## src/rtl/recovery_ctrl_if.sv

```systemverilog
// rtl/recovery_ctrl_if.sv - signal bundle between checkpoint unit, ready table, fetch and recovery_ctrl
//
// Purpose: groups every non-clock/reset signal of recovery_ctrl.
//   slave  modport : seen by recovery_ctrl (inputs from checkpoint unit / fetch, outputs to pipeline)
//   master modport : seen by whatever drives the controller (testbench, upstream glue)
// Ports carried:
//   checkpoint_valid, snapshot (checkpoint_t), mispredict_target, redirect_ready  -> controller
//   flush, stall_rename, rdy_restore_valid/idx/mask, redirect_valid/pc,
//   recover_rob_tag                                                               <- controller
//   recover_count, recover_cycles                      <- controller, only with RECOVERY_PERF_EN
interface recovery_ctrl_if #(
  parameter int NUM_PREG  = 128,
  parameter int RESTORE_W = 32
);
  localparam int NUM_CHUNKS = NUM_PREG / RESTORE_W;
  localparam int CW         = (NUM_CHUNKS > 1) ? $clog2(NUM_CHUNKS) : 1;

  typedef struct packed {
    logic                valid;
    logic [31:0]         pc;
    logic [4:0]          rob_tag;
    logic [NUM_PREG-1:0] reset_reg_rdy_table;
  } checkpoint_t;

  logic                 checkpoint_valid;
  checkpoint_t          snapshot;
  logic [31:0]          mispredict_target;
  logic                 redirect_ready;

  logic                 flush;
  logic                 stall_rename;
  logic                 rdy_restore_valid;
  logic [CW-1:0]        rdy_restore_idx;
  logic [RESTORE_W-1:0] rdy_restore_mask;
  logic                 redirect_valid;
  logic [31:0]          redirect_pc;
  logic [4:0]           recover_rob_tag;
`ifdef RECOVERY_PERF_EN
  logic [15:0]          recover_count;
  logic [15:0]          recover_cycles;
`endif

  modport slave (
    input  checkpoint_valid,
    input  snapshot,
    input  mispredict_target,
    input  redirect_ready,
    output flush,
    output stall_rename,
    output rdy_restore_valid,
    output rdy_restore_idx,
    output rdy_restore_mask,
    output redirect_valid,
    output redirect_pc,
`ifdef RECOVERY_PERF_EN
    output recover_count,
    output recover_cycles,
`endif
    output recover_rob_tag
  );

  modport master (
    output checkpoint_valid,
    output snapshot,
    output mispredict_target,
    output redirect_ready,
    input  flush,
    input  stall_rename,
    input  rdy_restore_valid,
    input  rdy_restore_idx,
    input  rdy_restore_mask,
    input  redirect_valid,
    input  redirect_pc,
`ifdef RECOVERY_PERF_EN
    input  recover_count,
    input  recover_cycles,
`endif
    input  recover_rob_tag
  );
endinterface

```

## src/rtl/recovery_ctrl.sv

```systemverilog
// rtl/recovery_ctrl.sv - branch-mispredict recovery sequencer (flush, ready-mask restore, fetch redirect)
//
// Purpose: on an accepted checkpoint snapshot, holds flush for FLUSH_CYCLES cycles, then streams
// the accumulated ready-restore mask to the ready table one RESTORE_W chunk per cycle (every chunk,
// zero or not), then requests a fetch redirect until fetch accepts it. Rename is stalled for the
// whole sequence. A new accept in any state restarts the sequence without losing mask bits.
// Ports:
//   clk    - rising-edge clock
//   reset  - asynchronous active-low reset
//   bus    - recovery_ctrl_if.slave (snapshot in, flush/restore/redirect/stall out)
// Optional feature macro: RECOVERY_PERF_EN adds recover_count / recover_cycles (saturating 16-bit).
// All outputs are decoded from registered state only.
module recovery_ctrl #(
  parameter int NUM_PREG     = 128,
  parameter int RESTORE_W    = 32,
  parameter int FLUSH_CYCLES = 2
) (
  input  logic            clk,
  input  logic            reset,
  recovery_ctrl_if.slave  bus
);
  localparam int NUM_CHUNKS = NUM_PREG / RESTORE_W;
  localparam int CW         = (NUM_CHUNKS > 1) ? $clog2(NUM_CHUNKS) : 1;
  localparam int FCW        = (FLUSH_CYCLES > 1) ? $clog2(FLUSH_CYCLES) : 1;

  localparam logic [CW-1:0]  LAST_CHUNK = CW'(NUM_CHUNKS - 1);
  localparam logic [FCW-1:0] FLUSH_INIT = FCW'(FLUSH_CYCLES - 1);

  localparam logic [1:0] ST_IDLE     = 2'd0;
  localparam logic [1:0] ST_FLUSH    = 2'd1;
  localparam logic [1:0] ST_RESTORE  = 2'd2;
  localparam logic [1:0] ST_REDIRECT = 2'd3;

  logic [1:0]          state_q,     state_d;
  logic [NUM_PREG-1:0] pending_q,   pending_d;
  logic [31:0]         target_q,    target_d;
  logic [4:0]          tag_q,       tag_d;
  logic [FCW-1:0]      flush_cnt_q, flush_cnt_d;
  logic [CW-1:0]       chunk_q,     chunk_d;
`ifdef RECOVERY_PERF_EN
  logic [15:0]         count_q,     count_d;
  logic [15:0]         cycles_q,    cycles_d;
`endif

  logic                accept;
  logic [RESTORE_W-1:0] cur_slice;
  int unsigned         slice_base;

  // The snapshot PC travels with the checkpoint but recovery redirects to mispredict_target.
  logic unused_snapshot_pc;
  assign unused_snapshot_pc = ^bus.snapshot.pc;

  assign accept     = bus.checkpoint_valid && bus.snapshot.valid;
  assign slice_base = int'(chunk_q) * RESTORE_W;
  assign cur_slice  = pending_q[slice_base +: RESTORE_W];

  always_comb begin
    state_d     = state_q;
    pending_d   = pending_q;
    target_d    = target_q;
    tag_d       = tag_q;
    flush_cnt_d = flush_cnt_q;
    chunk_d     = chunk_q;

    case (state_q)
      ST_FLUSH: begin
        if (flush_cnt_q == '0) begin
          state_d = ST_RESTORE;
        end else begin
          flush_cnt_d = flush_cnt_q - FCW'(1);
        end
      end
      ST_RESTORE: begin
        // The chunk on the bus this cycle is consumed by the ready table, so drop it now.
        pending_d[slice_base +: RESTORE_W] = '0;
        if (chunk_q == LAST_CHUNK) begin
          state_d = ST_REDIRECT;
        end else begin
          chunk_d = chunk_q + CW'(1);
        end
      end
      ST_REDIRECT: begin
        if (bus.redirect_ready) begin
          state_d = ST_IDLE;
        end
      end
      default: begin
      end
    endcase

    // A new accept overrides whatever the sequence was doing, but merges into (never replaces)
    // the pending mask, after any slice clear above, so unsent ready bits survive the restart.
    if (accept) begin
      pending_d   = pending_d | bus.snapshot.reset_reg_rdy_table;
      target_d    = bus.mispredict_target;
      tag_d       = bus.snapshot.rob_tag;
      flush_cnt_d = FLUSH_INIT;
      chunk_d     = '0;
      state_d     = ST_FLUSH;
    end
  end

`ifdef RECOVERY_PERF_EN
  always_comb begin
    count_d  = count_q;
    cycles_d = cycles_q;
    if (accept && count_q != 16'hFFFF) begin
      count_d = count_q + 16'd1;
    end
    if (state_q != ST_IDLE && cycles_q != 16'hFFFF) begin
      cycles_d = cycles_q + 16'd1;
    end
  end

  always_ff @(posedge clk or negedge reset) begin
    if (!reset) begin
      count_q  <= '0;
      cycles_q <= '0;
    end else begin
      count_q  <= count_d;
      cycles_q <= cycles_d;
    end
  end

  assign bus.recover_count  = count_q;
  assign bus.recover_cycles = cycles_q;
`endif

  always_ff @(posedge clk or negedge reset) begin
    if (!reset) begin
      state_q     <= ST_IDLE;
      pending_q   <= '0;
      target_q    <= '0;
      tag_q       <= '0;
      flush_cnt_q <= '0;
      chunk_q     <= '0;
    end else begin
      state_q     <= state_d;
      pending_q   <= pending_d;
      target_q    <= target_d;
      tag_q       <= tag_d;
      flush_cnt_q <= flush_cnt_d;
      chunk_q     <= chunk_d;
    end
  end

  // Data outputs are gated by their state so the bus reads all-zero whenever a field is not live.
  assign bus.flush             = (state_q == ST_FLUSH);
  assign bus.stall_rename      = (state_q != ST_IDLE);
  assign bus.rdy_restore_valid = (state_q == ST_RESTORE);
  assign bus.rdy_restore_idx   = (state_q == ST_RESTORE) ? chunk_q : '0;
  assign bus.rdy_restore_mask  = (state_q == ST_RESTORE) ? cur_slice : '0;
  assign bus.redirect_valid    = (state_q == ST_REDIRECT);
  assign bus.redirect_pc       = (state_q == ST_REDIRECT) ? target_q : '0;
  assign bus.recover_rob_tag   = (state_q != ST_IDLE) ? tag_q : '0;

endmodule

```

## src/flat_wrapper.sv

```systemverilog
// flat-port wrapper written by rule: the top's interface ports become plain ports
module recovery_ctrl_flat 
#(
  parameter int NUM_PREG     = 128,
  parameter int RESTORE_W    = 32,
  parameter int FLUSH_CYCLES = 2
)
  (clk, reset, bus_checkpoint_valid, bus_snapshot, bus_mispredict_target, bus_redirect_ready, bus_flush, bus_stall_rename, bus_rdy_restore_valid, bus_rdy_restore_idx, bus_rdy_restore_mask, bus_redirect_valid, bus_redirect_pc, bus_recover_rob_tag);
  recovery_ctrl_if #(.NUM_PREG(NUM_PREG), .RESTORE_W(RESTORE_W)) bus_i ();
  input  logic clk;
  input  logic reset;
  input wire logic [$bits(bus_i.checkpoint_valid)-1:0] bus_checkpoint_valid;
  input wire logic [$bits(bus_i.snapshot)-1:0] bus_snapshot;
  input wire logic [$bits(bus_i.mispredict_target)-1:0] bus_mispredict_target;
  input wire logic [$bits(bus_i.redirect_ready)-1:0] bus_redirect_ready;
  output wire logic [$bits(bus_i.flush)-1:0] bus_flush;
  output wire logic [$bits(bus_i.stall_rename)-1:0] bus_stall_rename;
  output wire logic [$bits(bus_i.rdy_restore_valid)-1:0] bus_rdy_restore_valid;
  output wire logic [$bits(bus_i.rdy_restore_idx)-1:0] bus_rdy_restore_idx;
  output wire logic [$bits(bus_i.rdy_restore_mask)-1:0] bus_rdy_restore_mask;
  output wire logic [$bits(bus_i.redirect_valid)-1:0] bus_redirect_valid;
  output wire logic [$bits(bus_i.redirect_pc)-1:0] bus_redirect_pc;
  output wire logic [$bits(bus_i.recover_rob_tag)-1:0] bus_recover_rob_tag;
  assign bus_i.checkpoint_valid = bus_checkpoint_valid;
  assign bus_i.snapshot = bus_snapshot;
  assign bus_i.mispredict_target = bus_mispredict_target;
  assign bus_i.redirect_ready = bus_redirect_ready;
  assign bus_flush = bus_i.flush;
  assign bus_stall_rename = bus_i.stall_rename;
  assign bus_rdy_restore_valid = bus_i.rdy_restore_valid;
  assign bus_rdy_restore_idx = bus_i.rdy_restore_idx;
  assign bus_rdy_restore_mask = bus_i.rdy_restore_mask;
  assign bus_redirect_valid = bus_i.redirect_valid;
  assign bus_redirect_pc = bus_i.redirect_pc;
  assign bus_recover_rob_tag = bus_i.recover_rob_tag;
  recovery_ctrl #(.NUM_PREG(NUM_PREG), .RESTORE_W(RESTORE_W), .FLUSH_CYCLES(FLUSH_CYCLES)) u_core (.clk(clk), .reset(reset), .bus(bus_i));
endmodule
```

## config.mk

```make
export PLATFORM = sky130hd
export DESIGN_NAME = recovery_ctrl_flat
export DESIGN_NICKNAME = d
export VERILOG_FILES = /design/src/rtl/recovery_ctrl_if.sv /design/src/rtl/recovery_ctrl.sv /design/src/flat_wrapper.sv
export SDC_FILE = /design/constraint.sdc
export NUM_CORES = 1
export LEC_CHECK = 0
export ABC_AREA = 1
export BUFFER_PORTS_ARGS = -buffer_cell sky130_fd_sc_hd__buf_2
export CORE_MARGIN = 1.5
export CORE_UTILIZATION = 54
export CTS_BUF_LIST = sky130_fd_sc_hd__clkbuf_8 sky130_fd_sc_hd__clkbuf_16
export DETAILED_ROUTE_END_ITERATION = 16
export PLACE_DENSITY = 0.95
export SLEW_MARGIN = 20
export SYNTH_ARGS = -nofsm -noshare
export SYNTH_HDL_FRONTEND = slang
export SYNTH_SLANG_ARGS = --single-unit
```

## constraint.sdc

```tcl
create_clock -name clk -period 3.4 [get_ports clk]
set_clock_uncertainty 0.15 [all_clocks]
set_input_delay 0.51 -clock clk [delete_from_list [all_inputs] [get_ports clk]]
set_output_delay 0.51 -clock clk [all_outputs]
set_load 0.1 [all_outputs]
```

; ---- Yosys cells after proc, flatten, opt, wreduce, memory -nomap -nowiden
; Index checks and enable logic that the tools add are counted.
[totals]
register_bits = 170
latchBits = 0
mem_bits_rw = 0
rom_bits = 0
input_bits = 202
output_inout_bits = 75
mem_count = 0
[classes]
add_sub_neg = 3
multipliers = 0
div_mod_pow = 0
order_cmp = 0
n_eq_ne = 8
shifts = 3
muxes = 18
bitwise_logic = 1
n_reduce_logical = 7
[ops]
columns = cell, count
row1 = $mux W128, 2
row2 = $bwmux W128, 1
row3 = $or A128 B128 Y128, 1
row4 = $shift A32 B34 Y128 const A, 1
row5 = $shiftx A128 B8 Y32, 1
row6 = $shiftx A32 B34 Y128 const A, 1
row7 = $mux W32, 2
row8 = $neg A7 Y34, 1
row9 = $mux W2, 8
row10 = $eq A2 B2 Y1 const B, 3
row11 = $pmux W2 S3, 1
row12 = $reduce_bool A2 Y1, 3
row13 = $mux W5, 1
row14 = $reduce_and A4 Y1, 1
row15 = $reduce_bool A4 Y1, 1
row16 = $mux W1, 3
row17 = $ne A3 B1 Y1 const B, 1
row18 = $ne A3 B2 Y1 const B, 1
row19 = $ne A3 B3 Y1 const B, 1
row20 = $add A2 B1 Y2 const B, 1
row21 = $eq A2 B1 Y1 const B, 1
row22 = $ne A2 B1 Y1 const B, 1
row23 = $reduce_and A2 Y1, 1
row24 = $logic_and A1 B1 Y1, 1
row25 = $sub A1 B1 Y1 const B, 1

; ---- Logic depth before layout (Yosys ltp)
; Gate-level depths: netlist (run 1).
[depth]
word_depth = 6
mapped_depth = 8
ltp_nobuf = 7

; ---- Least setup slack after synthesis (run 1)
; No wires, ideal clock.
[synth_path]
kind = register to output
from = reg u_core.state_q[1]
to = out bus_recover_rob_tag[0]
t_arrival_ns = 2.674
path_slack_ns = 0.066
path_stages_with_launch = 5
n_path_buf = 0
path_cell_list = dfrtp_1 inv_1 nand2_1 inv_1 nor2_1
[synth_between]
elab_chain_cells = 2
[synth_lines]
columns = element, line
row1 = from (decl), recovery_ctrl.sv:34  ; logic [1:0] state_q, state_d;
row2 = from (signal assigned), recovery_ctrl.sv:138  ; state_q <= state_d;
row3 = $reduce_bool A2 Y1, n/a
row4 = net bus_stall_rename, flat_wrapper.sv:17  ; output wire logic [$bits(bus_i.stall_rename)-1:0] bus_stall_rename;
row5 = $mux W5, recovery_ctrl.sv:155  ; assign bus.recover_rob_tag = (state_q != ST_IDLE) ? tag_q : '0;
row6 = to (decl), flat_wrapper.sv:23  ; output wire logic [$bits(bus_i.recover_rob_tag)-1:0] bus_recover_rob_tag;
; The timed path passes the listed nets, and every way through them passes these cells.

; ---- Worst setup path in the final report (run 1)
[layout_path]
from = reg u_core.chunk_q[0]
to = out bus_rdy_restore_mask[16]
[layout_between]
elab_chain_cells = 2
[layout_lines]
columns = element, line
row1 = from (decl), recovery_ctrl.sv:39  ; logic [CW-1:0] chunk_q, chunk_d;
row2 = from (signal assigned), recovery_ctrl.sv:143  ; chunk_q <= chunk_d;
row3 = $shiftx A128 B8 Y32, recovery_ctrl.sv:55  ; assign cur_slice = pending_q[slice_base +: RESTORE_W];
row4 = $mux W32, recovery_ctrl.sv:152  ; assign bus.rdy_restore_mask = (state_q == ST_RESTORE) ? cur_slice : '0;
row5 = to (decl), flat_wrapper.sv:20  ; output wire logic [$bits(bus_i.rdy_restore_mask)-1:0] bus_rdy_restore_mask;
; No other way between the ends.

==> flow_summary.yaml, run 1 <==
setup_path:
  critPathRequiredTime_ns: 2.74
  ff2ff_setup_slack_ns: 0.49
  regToRegEndpoint: "u_core.pending_q[7]$_DFF_PN0_"
  criticalPathCategory: "reg2out"
  timing.critical_path.from_type: "flip-flop"
  worstSetupEndpointType: "output pin"
  r2r_start: "u_core.chunk_q[0]$_DFFE_PN0P_"
  critPathMaxFanout: 39
  worst_r2r_path_depth: 6
  worst-endpoint-arrival_ns: 2.50
hold_path:
  min_delay_path_depth: 3
  hold_path_startpoint: "bus_snapshot[122]"
  path_class_of_the_lowest_slack_min_delay_path: "in2reg"
  hold_path_end: "u_core.pending_q[122]$_DFF_PN0_"
synthesis:
  netlist-cell-type-count: 20
  synthCells: 982
  syn-num-nets: 1189
  seq_area_frac_synth_pct: 54.02
  ys_ff_latch: 170
  postSynthAreaPerCell_um2: 8.019
  yosysWarningCount: 0
  syn-cell-area_um2: 7875
cts:
  root_buffer: "sky130_fd_sc_hd__clkbuf_16"
  cts_setup_buffers: 0
  worstSkewPairLatency_ns: 0.42
  tritoncts: "done"
  numClockSinks: 170
  deepest_level_of_the_cts_h_tree: 4
  cts_inserted_buffers: 17
  clock_path_buffers: 2
  cts.clk_slew.worst_paths_ns: 0.06
sta:
  setup_slack_ns: 0.2394
  max-slew-margin-rel_pct: 50.63
  worst_slew_pin_slew_ns: 0.7395
  layout_min_cycle_time_ns: 3.161
  report.final.hold_viol_count: 0
  report.final.setup_viol: 0
  layout_worst_path_cycle_share_pct: 92.96
  final.setup.tns_ns: 0
  timing.hold.ws_ns: 0.1395
  slew_viol_final: 0
  max_clock_freq_mhz: 316.4
  setup_repair_after_global_routing_missed_its_margin: "no"
placement:
  gp_congestion: 0.8392
  numPlacedInstances: 1350
  place_area_um2: 9618
  dp_slack_ns: 0.5565
  placement.io_buffers: 244
  dpl.hpwl_um: 14730
power:
  comb_power_share_pct: 56.0
  switching_share_pct: 50.50
  seqPwrFrac_pct: 27.7
  netSwitchingPower_mw: 5.888
  p_clk_share_pct: 16.3
  vdd_drop_max_mv: 1.075
  static-leakage-power_nw: 5.076
  cell_internal_pwr_mw: 5.771
  power_density_nw_per_um2: 1141
  p_total_mw: 11.66
floorplanning:
  initial_core_util_pct: 56.08
  die_width_um: 123.8
  ioPinCount: 277
  die-height_um: 123.8
  core_area_um2: 14040
  floorplan.die_area_um2: 15320
  number_of_placement_rows: 43
grt:
  grt_util_all_layers_pct: 30.18
  grt_first_pass_wirelength_um: 35250
  antenna_found_initial: 1
  largest_net_degree_at_the_start_of_global_routing: 89
  grt_remaining_overflow: 0
  vias_in_the_first_global_route: 7316
final_layout:
  syn_to_final_growth_pct: 29.76
  final-seq-area_um2: 4255
  finalNonFillerCells: 1383
  multi_input_comb_area_um2: 2845
  layout.cell_area.non_filler_um2: 10220
  utilization_after_layout_pct: 72.77
  fillers: 1004
  total_number_of_nets_in_the_final_design: 1397
  final_layout_size_suffix_gt1_share_pct: 24.79
drt:
  drtPass1Iterations: 5
  drc: 0
  initialDrtViolationCount: 751
  route.antenna.remaining_nets: 0
  via_per_inst: 5.438
  num_vias: 7521
  routed_wl_um: 22370
  post_drt_wl_per_cell_um: 16.18
flow_run:
  maxCapViolCount: 0
outcome:
  outcome: "finished clean"
how the worst max path moves through the flow:
| stage | startpoint | slack (ns) | end | cells past startpoint |
|---|---|---|---|---|
| after floorplan | u_core.state_q[1]$_DFFE_PN0P_ | 0.07 | bus_recover_rob_tag[0] | 4 |
| after global routing | u_core.chunk_q[0]$_DFFE_PN0P_ | 0.07 | bus_rdy_restore_mask[30] | 6 |
| after CTS | u_core.chunk_q[0]$_DFFE_PN0P_ | 0.23 | bus_rdy_restore_mask[30] | 6 |
| after global placement | u_core.chunk_q[0]$_DFFE_PN0P_ | 0.62 | u_core.pending_q[1]$_DFF_PN0_ | 6 |
| after detailed placement | u_core.chunk_q[0]$_DFFE_PN0P_ | 0.56 | u_core.pending_q[7]$_DFF_PN0_ | 6 |
| final | u_core.chunk_q[0]$_DFFE_PN0P_ | 0.24 | bus_rdy_restore_mask[16] | 6 |
critical path, stage by stage, from the launching register on:
cell and delay (ns):
sky130_fd_sc_hd__dfrtp_2 0.66, sky130_fd_sc_hd__inv_2 0.36, sky130_fd_sc_hd__buf_12 0.28, sky130_fd_sc_hd__a21oi_1 0.18
sky130_fd_sc_hd__o21ai_1 0.11, sky130_fd_sc_hd__a21oi_1 0.25, sky130_fd_sc_hd__buf_12 0.22
sequential cells by signal, indices dropped and copies added, names as in the netlist:
| name | count |
|---|---|
| u_core.flush_cnt_q | 1 |
| u_core.target_q | 32 |
| u_core.tag_q | 5 |
| u_core.chunk_q | 2 |
| u_core.pending_q | 128 |
| u_core.state_q | 2 |
timing repair:
item | in CTS | in global routing
hold buffers | 1 | 0
endpoints found under the hold margin | 52 | 0
resized for setup | 0 | 1
endpoints found under the setup margin | 0 | 7
cell families (layout without fill, tap and decap cells):
family / after synthesis / count (layout) / synth area share [%]
AO/OA/AOI/OAI: 328 / 328 / 20.89
flip-flops: 170 / 170 / 54.02
other: 0 / 1 / 0
buffers and inverters: 184 / 404 / 9.978
AND/OR/NAND/NOR: 295 / 295 / 14.32
adder cells (fa/ha/maj): 5 / 5 / 0.7944
placed cells by master (no fill, tap or decap), drive strengths merged, types with 2 or more instances in the layout:
cell type / count
clkinvlp: 3
a21oi: 95
buf: 257
nand2: 242
clkinv: 3
clkbuf: 21
inv: 117
bufinv: 2
nand3: 6
ha: 5
o21ai: 233
nor2: 45
nand4: 2
dfrtp: 170
layout make-up:
type	count	share of cell area, %
Tap cell	180	2.204
Clock buffer	21	4.702
Antenna cell	1	0.02449
Multi-Input combinational cell	628	27.84
Sequential cell	170	41.64
Inverter	115	4.310
Timing Repair Buffer	258	18.28
Clock inverter	10	0.9918
layer usage:
| layer | share of wire [%] | vias up | GRT usage (%) | wire length (µm) |
|---|---|---|---|---|
| met4 | 2.7 | 0 | 12.86 | 602 |
| met5 | 0 | - | 0 | 0 |
| met3 | 6.9 | 63 | 5.311 | 1538 |
| li1 | - | 3545 | - | - |
| met2 | 51 | 369 | 51.45 | 11450 |
| met1 | 39 | 3544 | 37.99 | 8780 |
cells in the mapped netlist (all sizes together):
cell | count | area share (%)
nand2 | 242 | 12
o21ai | 233 | 15
dfrtp | 170 | 54
inv | 115 | 5.5
a21oi | 95 | 6.0
buf | 53 | 3.7
nor2 | 45 | 2.2
clkbuf | 16 | 0.84
nand3 | 6 | 0.38
ha | 5 | 0.79
nand4 | 2 | 0.16
power by group through the flow:
stage,combinational [mW],sequential [mW],clock (mW)
final,6.52,3.24,1.90
after floorplan,4.65,3.10,0
after detailed placement,6.43,3.25,0
after CTS,6.50,3.22,1.92
after global placement,6.27,3.18,0
after global routing,6.94,3.32,2.00
Power figures use the tool's default switching activity.
==> run 2, diff against run 1 <==
Settings changed: CORE_UTILIZATION 54 to 50, PLACE_DENSITY 0.95 to 0.89.
Clock period 3.4 ns to 3.1 ns, I/O delays scaled along.
==> run 2 against run 1 <==
Register-to-register slack worse by 0.15 ns; sequential share of layout area is 0.086 points lower; largest power group unchanged; clock-buffer cell count down 1; hold slack worse by 0.049 ns; setup slack lost 0.073 ns; highest routed layer unchanged.
==> flow_summary.yaml, run 2 (synthesized netlist as in run 1, its figures left out) <==
sta:
  report.final.hold_viol_count: 0
  setup_repair_after_global_routing_missed_its_margin: "no"
  max_clock_freq_mhz: 340.9
  worst_slew_pin_slew_ns: 1.089
  report.final.setup_viol: 0
  final.setup.tns_ns: 0
  layout_worst_path_cycle_share_pct: 94.64
  slew_viol_final: 0
  max-slew-margin-rel_pct: 26.95
  layout_min_cycle_time_ns: 2.934
hold_path:
  hold_path_startpoint: "bus_snapshot[115]"
  hold_path_end: "u_core.pending_q[115]$_DFF_PN0_"
  path_class_of_the_lowest_slack_min_delay_path: "in2reg"
  min_delay_path_depth: 3
final_layout:
  fillers: 1263
  multi_input_comb_area_um2: 2843
  utilization_after_layout_pct: 66.86
  largest_reg_flops: 128
  final_common_cell: "sky130_fd_sc_hd__nand2_1"
  top_register: "u_core.pending_q"
  total_number_of_nets_in_the_final_design: 1400
  final-seq-area_um2: 4255
  syn_to_final_growth_pct: 30.03
  largest_registers: "u_core.pending_q: 128 flops, u_core.target_q: 32 flops, u_core.tag_q: 5 flops"
  final_layout_size_suffix_gt1_share_pct: 24.79
  mostFrequentLayoutCells: "sky130_fd_sc_hd__nand2_1 (240), sky130_fd_sc_hd__buf_2 (210), sky130_fd_sc_hd__dfrtp_1 (169)"
cts:
  cts_inserted_buffers: 17
  tritoncts: "done"
  root_buffer: "sky130_fd_sc_hd__clkbuf_16"
  numClockSinks: 170
  cts_setup_buffers: 0
  deepest_level_of_the_cts_h_tree: 4
  cts.clk_slew.worst_paths_ns: 0.07
  worstSkewPairLatency_ns: 0.42
  clock_path_buffers: 2
outcome:
  outcome: "finished clean"
drt:
  post_drt_wl_per_cell_um: 15.44
  routed_wl_um: 21920
  drtPass1Iterations: 5
  drc: 0
  initialDrtViolationCount: 635
  via_per_inst: 5.190
  num_vias: 7370
  route.antenna.remaining_nets: 0
grt:
  grt_util_all_layers_pct: 27.09
  grt_remaining_overflow: 0
  antenna_found_initial: 3
  grt_first_pass_wirelength_um: 34960
  vias_in_the_first_global_route: 7141
  largest_net_degree_at_the_start_of_global_routing: 75
power:
  vdd_drop_max_mv: 0.9512
  power_density_nw_per_um2: 1227
  static-leakage-power_nw: 5.075
setup_path:
  crit_path_top_delay_cell: "sky130_fd_sc_hd__inv_2"
  worstPathBufferInverterCount: 3
  worst-endpoint-arrival_ns: 2.32
  worst_r2r_path_depth: 6
  critPathRequiredTime_ns: 2.48
  cp_cell_sequence: "buf_4, inv_2, a21oi_1, o21ai_0, a21oi_1, buf_12"
  worstSetupEndpointType: "output pin"
  crit_path_frequent_cell: "sky130_fd_sc_hd__a21oi_1"
  ff2ff_setup_slack_ns: 0.34
  regToRegEndpoint: "u_core.pending_q[1]$_DFF_PN0_"
  timing.critical_path.from_type: "flip-flop"
  r2r_start: "u_core.chunk_q[1]$_DFFE_PN0P_"
  kind_of_cell_adding_the_most_delay_to_the_critical_path: "buffers and inverters"
  criticalPathCategory: "reg2out"
  cpPeakStageDelay_ns: 0.36
  critPathMaxFanout: 36
flow_run:
  maxCapViolCount: 0
floorplanning:
  ioPinCount: 277
  core_area_um2: 15310
  die_width_um: 128.5
  floorplan.die_area_um2: 16510
  number_of_placement_rows: 45
  die-height_um: 128.5
  initial_core_util_pct: 51.42
placement:
  placement.io_buffers: 244
  dpl.hpwl_um: 14800
  gp_congestion: 0.8161
[run 2: worst register-to-register path, stage by stage, from the launching register on]
cell and delay (ns):
sky130_fd_sc_hd__dfrtp_1 0.38, sky130_fd_sc_hd__buf_4 0.23, sky130_fd_sc_hd__inv_2 0.59, sky130_fd_sc_hd__ha_1 0.33, sky130_fd_sc_hd__clkinvlp_4 0.53, sky130_fd_sc_hd__o21ai_0 0.37
sky130_fd_sc_hd__nand2_1 0.07
[run 2: power breakdown]
group	internal (mW)	total, mW	switching [mW]
Clock	1.07	1.90	0.838
Sequential	3.12	3.54	0.414
Combinational	1.98	7.12	5.14
[run 2: cell type report]
type | count | area share [%]
tap | 211 | 2.578
sequential | 170 | 41.56
clock buffer | 20 | 4.558
antenna | 3 | 0.07331
timing repair buffer | 261 | 18.59
clock inverter | 12 | 0.5865
multi-input combinational | 628 | 27.76
inverter | 115 | 4.301
[run 2: what timing repair did]
| action | 4_1_cts | 5_1_grt |
|---|---|---|
| setup endpoints to repair | 0 | 32 |
| resized for setup | 0 | 1 |
| hold buffers | 1 | 0 |
| hold endpoints to repair | 58 | 0 |
[run 2: through the flow]
| step | setup slack (ns) | hold slack, ns | total power, mW | area, µm² | cells |
|---|---|---|---|---|---|
| 6_report | 0.1663 | 0.09094 | 12.56 | 10240 | 1420 |
| 5_1_grt | 0.07950 | 0.08679 | 13.23 | 10240 | 1420 |
| 4_1_cts | 0.1998 | 0.07905 | 12.56 | 10230 | 1417 |
| 3_5_place_dp | 0.3996 | 0.3134 | 10.63 | 9692 | 1384 |
| 3_3_place_gp | 0.5015 | 0.3056 | 10.43 | 9692 | 1384 |
| 2_1_floorplan | -0.1891 | 0.01941 | 8.496 | 7875 | 982 |
[run 2: worst max path at each step]
stage	from	to	slack (ns)	cells after the start
floorplan	u_core.state_q[1]$_DFFE_PN0P_	bus_recover_rob_tag[0]	-0.19	4
global placement	u_core.chunk_q[1]$_DFFE_PN0P_	u_core.pending_q[0]$_DFF_PN0_	0.50	6
detailed placement	u_core.chunk_q[1]$_DFFE_PN0P_	u_core.pending_q[1]$_DFF_PN0_	0.40	6
CTS	u_core.chunk_q[1]$_DFFE_PN0P_	bus_rdy_restore_mask[10]	0.20	6
global route	u_core.chunk_q[1]$_DFFE_PN0P_	bus_rdy_restore_mask[10]	0.08	6
finish	u_core.chunk_q[1]$_DFFE_PN0P_	bus_rdy_restore_mask[10]	0.17	6
[run 2: layer usage]
metal  up-vias  GRT usage (%)  wire [µm]
met5         -              0          0
met4         0          11.90        674
met3        52          5.198       1434
met2       327          44.31      10710
met1      3424          35.43       9101
li1       3567              -          -
